## src/rtl/tiny_alu_pkg.sv

```systemverilog
// Shared opcode constants and the master FSM state type for the tiny ALU.
// Opcodes above MUL_OP are undefined; the ALU never answers them.
package tiny_alu_pkg;

  localparam int OPCODE_BITS = 3;

  localparam logic [OPCODE_BITS-1:0] NOP_OP = 3'd0;
  localparam logic [OPCODE_BITS-1:0] ADD_OP = 3'd1;
  localparam logic [OPCODE_BITS-1:0] AND_OP = 3'd2;
  localparam logic [OPCODE_BITS-1:0] XOR_OP = 3'd3;
  localparam logic [OPCODE_BITS-1:0] MUL_OP = 3'd4;

  typedef enum logic [1:0] {
    IDLE  = 2'd0,
    ISSUE = 2'd1,
    WAIT  = 2'd2,
    RESP  = 2'd3
  } master_state_t;

  function automatic logic is_valid_op(input logic [OPCODE_BITS-1:0] op);
    return (op <= MUL_OP);
  endfunction

endpackage

```

## src/rtl/tiny_alu_master.sv

```systemverilog
// Command master for tiny_alu: accepts one command, starts the ALU, waits for
// done or timeout, then holds the response. Optional TINY_ALU_MASTER_STATS_EN adds counters.
module tiny_alu_master
  import tiny_alu_pkg::*;
#(
  parameter int INPUT_DATA_BITS = 8,
  parameter int TIMEOUT_CYCLES  = 15
) (
  input  logic                         clk_i,
  input  logic                         reset_i,
  input  logic                         cmd_valid_i,
  output logic                         cmd_ready_o,
  input  logic [OPCODE_BITS-1:0]       cmd_opcode_i,
  input  logic [INPUT_DATA_BITS-1:0]   cmd_a_i,
  input  logic [INPUT_DATA_BITS-1:0]   cmd_b_i,
  output logic                         alu_start_o,
  output logic [OPCODE_BITS-1:0]       alu_opcode_o,
  output logic [INPUT_DATA_BITS-1:0]   alu_a_o,
  output logic [INPUT_DATA_BITS-1:0]   alu_b_o,
  input  logic                         alu_done_i,
  input  logic [2*INPUT_DATA_BITS-1:0] alu_result_i,
  output logic                         rsp_valid_o,
  input  logic                         rsp_ready_i,
  output logic [2*INPUT_DATA_BITS-1:0] rsp_result_o,
  output logic [OPCODE_BITS-1:0]       rsp_opcode_o,
  output logic                         rsp_timeout_o,
  output logic                         busy_o
`ifdef TINY_ALU_MASTER_STATS_EN
  ,
  output logic [15:0]                  op_count_o,
  output logic [15:0]                  timeout_count_o
`endif
);

  // Handshakes: a transfer happens on a rising clk_i edge where valid and
  // ready are both high; valid, once raised, holds its payload until then.

  localparam logic [7:0] TIMEOUT_LIMIT = 8'(TIMEOUT_CYCLES);

  // state_q is the observable FSM state for bound checkers.
  master_state_t                  state_q;
  master_state_t                  state_d;
  logic [7:0]                     wait_cnt_q;
  logic [7:0]                     wait_cnt_d;
  logic [7:0]                     wait_cnt_inc;
  logic [OPCODE_BITS-1:0]         op_q;
  logic [INPUT_DATA_BITS-1:0]     a_q;
  logic [INPUT_DATA_BITS-1:0]     b_q;
  logic [2*INPUT_DATA_BITS-1:0]   result_q;
  logic [OPCODE_BITS-1:0]         rsp_op_q;
  logic                           timeout_q;
  logic                           cap_cmd;
  logic                           cap_done;
  logic                           cap_timeout;
  logic                           rsp_fire;

  assign wait_cnt_inc = wait_cnt_q + 8'd1;

  always_ff @(posedge clk_i or posedge reset_i) begin
    if (reset_i) begin
      state_q    <= IDLE;
      wait_cnt_q <= 8'd0;
    end else begin
      state_q    <= state_d;
      wait_cnt_q <= wait_cnt_d;
    end
  end

  always_comb begin
    state_d     = state_q;
    wait_cnt_d  = wait_cnt_q;
    cap_cmd     = 1'b0;
    cap_done    = 1'b0;
    cap_timeout = 1'b0;
    rsp_fire    = 1'b0;
    case (state_q)
      IDLE: begin
        if (cmd_valid_i) begin
          cap_cmd = 1'b1;
          state_d = ISSUE;
        end
      end
      ISSUE: begin
        wait_cnt_d = 8'd0;
        state_d    = WAIT;
      end
      WAIT: begin
        // done is checked first so a done on the final wait cycle still wins
        if (alu_done_i) begin
          cap_done = 1'b1;
          state_d  = RESP;
        end else if (wait_cnt_inc == TIMEOUT_LIMIT) begin
          cap_timeout = 1'b1;
          wait_cnt_d  = wait_cnt_inc;
          state_d     = RESP;
        end else begin
          wait_cnt_d = wait_cnt_inc;
        end
      end
      RESP: begin
        if (rsp_ready_i) begin
          rsp_fire = 1'b1;
          state_d  = IDLE;
        end
      end
      default: state_d = IDLE;
    endcase
  end

  // Command registers feed the ALU directly and persist until the next accept.
  always_ff @(posedge clk_i or posedge reset_i) begin
    if (reset_i) begin
      op_q <= NOP_OP;
      a_q  <= '0;
      b_q  <= '0;
    end else if (cap_cmd) begin
      op_q <= cmd_opcode_i;
      a_q  <= cmd_a_i;
      b_q  <= cmd_b_i;
    end
  end

  always_ff @(posedge clk_i or posedge reset_i) begin
    if (reset_i) begin
      result_q  <= '0;
      rsp_op_q  <= NOP_OP;
      timeout_q <= 1'b0;
    end else if (cap_done) begin
      result_q  <= alu_result_i;
      rsp_op_q  <= op_q;
      timeout_q <= 1'b0;
    end else if (cap_timeout) begin
      result_q  <= '0;
      rsp_op_q  <= op_q;
      timeout_q <= 1'b1;
    end
  end

  assign cmd_ready_o   = (state_q == IDLE) && !reset_i;
  assign alu_start_o   = (state_q == ISSUE);
  assign alu_opcode_o  = op_q;
  assign alu_a_o       = a_q;
  assign alu_b_o       = b_q;
  assign rsp_valid_o   = (state_q == RESP);
  assign rsp_result_o  = result_q;
  assign rsp_opcode_o  = rsp_op_q;
  assign rsp_timeout_o = timeout_q;
  assign busy_o        = (state_q != IDLE);

`ifdef TINY_ALU_MASTER_STATS_EN
  logic [15:0] op_cnt_q;
  logic [15:0] to_cnt_q;

  always_ff @(posedge clk_i or posedge reset_i) begin
    if (reset_i) begin
      op_cnt_q <= 16'd0;
      to_cnt_q <= 16'd0;
    end else if (rsp_fire) begin
      if (op_cnt_q != 16'hFFFF) op_cnt_q <= op_cnt_q + 16'd1;
      if (timeout_q && (to_cnt_q != 16'hFFFF)) to_cnt_q <= to_cnt_q + 16'd1;
    end
  end

  assign op_count_o      = op_cnt_q;
  assign timeout_count_o = to_cnt_q;
`endif

endmodule

```

## config.mk

```make
export PLATFORM = sky130hd
export DESIGN_NAME = tiny_alu_master
export DESIGN_NICKNAME = d
export VERILOG_FILES = /design/src/rtl/tiny_alu_pkg.sv /design/src/rtl/tiny_alu_master.sv
export SDC_FILE = /design/constraint.sdc
export NUM_CORES = 1
export LEC_CHECK = 0
export ABC_AREA = 1
export CORE_MARGIN = 4
export CORE_UTILIZATION = 30
export CTS_BUF_LIST = sky130_fd_sc_hd__clkbuf_8
export DETAILED_ROUTE_END_ITERATION = 16
export SLEW_MARGIN = 10
export SYNTH_ARGS = -nofsm -noshare
export SYNTH_HDL_FRONTEND = slang
export SYNTH_SLANG_ARGS = --single-unit
```

## constraint.sdc

```tcl
create_clock -name clk_i -period 1.8 [get_ports clk_i]
set_input_delay 0.27 -clock clk_i [delete_from_list [all_inputs] [get_ports clk_i]]
set_output_delay 0.27 -clock clk_i [all_outputs]
set_load 0.01 [all_outputs]
```

==> results.md <==
- Status: finished, final reports clean
- Area delta synth->final: 55.5%
- Site row count: 30
- TritonCTS Buffers: 5
- Vias in the first global route: ~2000
- Grt total ovfl: 0
- Worst-Margin Slew: 0.446 ns
- DRC Markers: 0
- Clock tree sinks: between 40 and 50
- MaxCap Viol Count: 0
- FF+latch count, synth: 49
- Filler cell count: 679
- Core Box Area: 6980 um2
- GP Congestion: 0.851
- Die area: 8790 um2
- CP Capture Type: register
- Largest net degree at the start of global routing: 20
- Cells after synthesis: 220
- Reg2reg setup slack: 0.06 ns
- GRT Util Overall: 12.2%
- DR vias: 1865
- H-tree depth: 2
- Max_slew headroom: 70.2%
- Routed len/inst: 13.2 um
- NumNets Final: 366
- Slowest stage delay, CP: 0.39 ns
- Final WL: approximately 5.5 mm
- Vias/cell: 4.50
- Critical Path AT: 1.92 ns
- Final setup vio count: 0
- Synth cell types: 21
- Leakage: between 1.5 and 2 nW
- CP cell instances: ha_2, nand2_2, inv_2, nor2_4, nand3_2, nor2_4, nand4_4, clkbuf_16, nand3_1, nand2_1
- Syn_nets: 267
- Worst-Skew Late Latency: between 0.2 and 0.3 ns
- DR top layer: met4
- Fin crit period: 1.74 ns
- Largest cells by area after synthesis: dfrtp_1 (56%), nand2_1 (11%), mux2_2 (9.7%)
- DR pass1 iterations: 4
- Share of cells above drive strength 1: 19.8%
- Mapped cell area: 2210 um2
- Finished Core Util: 49.1%
- Slew Viols, Final: 0
- Setup Skew: 0.00599 ns
- Period utilisation layout: 96.4%
- First-pass GRT wire length: between 8 and 9 mm
- Min-Delay Path Class: in -> async
- Multi-input logic area: 920 um2
- Met3 wire len: 417 um
- Antenna violations before repair: 0
- Dpl ws: between 0.05 and 0.06 ns
- Overall power: 4.79 mW
- Most frequent CP cell: nor2_4
- Flip-flop and latch area: ~1200 um2
- Clock transition at the registers of the reported paths: roughly 0.090 ns
- Yosys warning count: 0
- Crit-path slowest cell: dfrtp_1
- Deepest clock path buffer count: 2
- Worst Setup Start Kind: register
- Cell Pwr Density: 1400 nW/um2
- N_diodes: 0
- Setup WS post-layout: 0.0646 ns
- TritonCTS clock tree: built
- Area leader, netlist: dfrtp_1
- Avg Inst Size Synth: 10.0 um2
- Crit Path Class: reg -> reg
- Crit Path Max Fanout: 8
- Synth top area share: about 56%
- Worst VDD drop: 0.705 mV
- Post-synthesis sequential area ratio: roughly 56%
- ANT nets after route: 0
- WL met1: 2.34 mm
- DRT iter0 DRCs: 62
- Initial Utilization: 31.6%
- IO buf count: 82
- Final HPWL DP: 3.92 mm
- Chip width: 93.8 um
- Root Driver: clkbuf_8
- DR WL met2: 2.65 mm
- Die height: approximately 94 um
- Worst hold slack: 0.329 ns
- Final hold vios: 0
- IO Count: slightly above 80
- WP data required: slightly below 2 ns
- Peak Freq: between 0.5 and 0.6 GHz
==> metal layers <==
metal / vias up / track usage [%]
li1: 910 / -
met1: 891 / 14.9
met2: 60 / 20.3
met3: 4 / 4.49
met4: 0 / 2.77
met5: - / 0
==> power by group <==
group	switching, mW	leakage, nW	total [mW]	internal, mW
logic	1.01	0.938	2.37	1.36
registers	0.260	0.609	1.82	1.56
clock network	0.342	0.0399	0.598	0.257
total	1.62	1.59	4.79	3.17
==> synth_stat cells <==
cell type	count
buf_2	2
nand2_1	67
or2_2	1
clkbuf_1	1
inv_1	17
nand3_1	25
nand3_2	5
nand4_2	1
nor2_2	2
o21ai_1	1
nor2_1	8
dfrtp_1	49
o22ai_1	2
a22o_2	1
ha_1	7
mux2_2	19
o21ai_0	7
clkbuf_8	1
o21bai_1	1
nand4_1	1
buf_6	2
==> sequential cells by signal, indices dropped and copies added, names as in the netlist <==
signal / cells
alu_opcode_o: 3
rsp_result_o: 16
alu_b_o: 8
state_q: 2
alu_a_o: 8
rsp_timeout_o: 1
rsp_opcode_o: 3
wait_cnt_q: 8
==> timing repair <==
| action | CTS | global route |
|---|---|---|
| pin swaps | 0 | 6 |
| setup endpoints to repair | 3 | 28 |
| hold buffers | 0 | 0 |
| gates resized for setup | 3 | 17 |
| cloned | 0 | 2 |
| buffers inserted | 2 | 2 |
==> cell families (layout without fill, tap and decap cells) <==
| logic type | Yosys count | in the layout | share of synthesized area [%] |
|---|---|---|---|
| AOI/OAI and AO/OA | 12 | 12 | 3.18 |
| DFF | 49 | 49 | 55.6 |
| adders and majority gates | 7 | 7 | 3.97 |
| buffers and inverters | 23 | 121 | 5.16 |
| and+or+nand+nor | 110 | 110 | 22.4 |
| muxes | 19 | 19 | 9.70 |
==> final timing paths <==
check | startpoint | end | cells past startpoint
max reg2reg | wait_cnt_q[0] | rsp_result_o[0] | 10
max | wait_cnt_q[0] | rsp_result_o[0] | 10
min reg2reg | alu_opcode_o[2] | rsp_opcode_o[2] | 2
min in group clk_i | alu_opcode_o[2] | rsp_opcode_o[2] | 2
min | reset_i | state_q[1] | 2
max in group asynchronous | reset_i | wait_cnt_q[2] | 3
==> worst max-delay path: cells and delay by family, from the launching register on <==
kind / cells / cell delay (ns)
and+or+nand+nor: 7 / 0.74
DFF: 1 / 0.39
buffers and inverters: 2 / 0.28
adders and majority gates: 1 / 0.21
==> cell usage in the layout (no fill, tap or decap), drive strengths merged <==
cell and instances:
nand2 67, o21ai 8, clkinv 1, o22ai 2, nor2 10, a22o 1
o21bai 1, dfrtp 49, ha 7, inv 17, or2 1, buf 14
nand3 30, dlygate4sd2 3, mux2 19, nand4 2, dlymetal6s2s 1, clkbuf 7
clkdlybuf4s50 78
==> layout make-up <==
class / instances / share of cell area, %
Multi-Input combinational cell: 148 / 26.8
Sequential cell: 49 / 35.8
Timing Repair Buffer: 98 / 29.9
Clock inverter: 1 / 0.146
Tap cell: 96 / 3.50
Clock buffer: 5 / 2.01
Inverter: 17 / 1.86
==> stage by stage <==
step | setup TNS [ns] | instance area, um2 | instances
detailed placement | 0 | 3220 | 402
floorplan | 0 | 2210 | 220
global placement | 0 | 3220 | 402
CTS | 0 | 3310 | 410
global route | -0.272 | 3430 | 414
finish | 0 | 3430 | 414
Power figures use the tool's default switching activity.
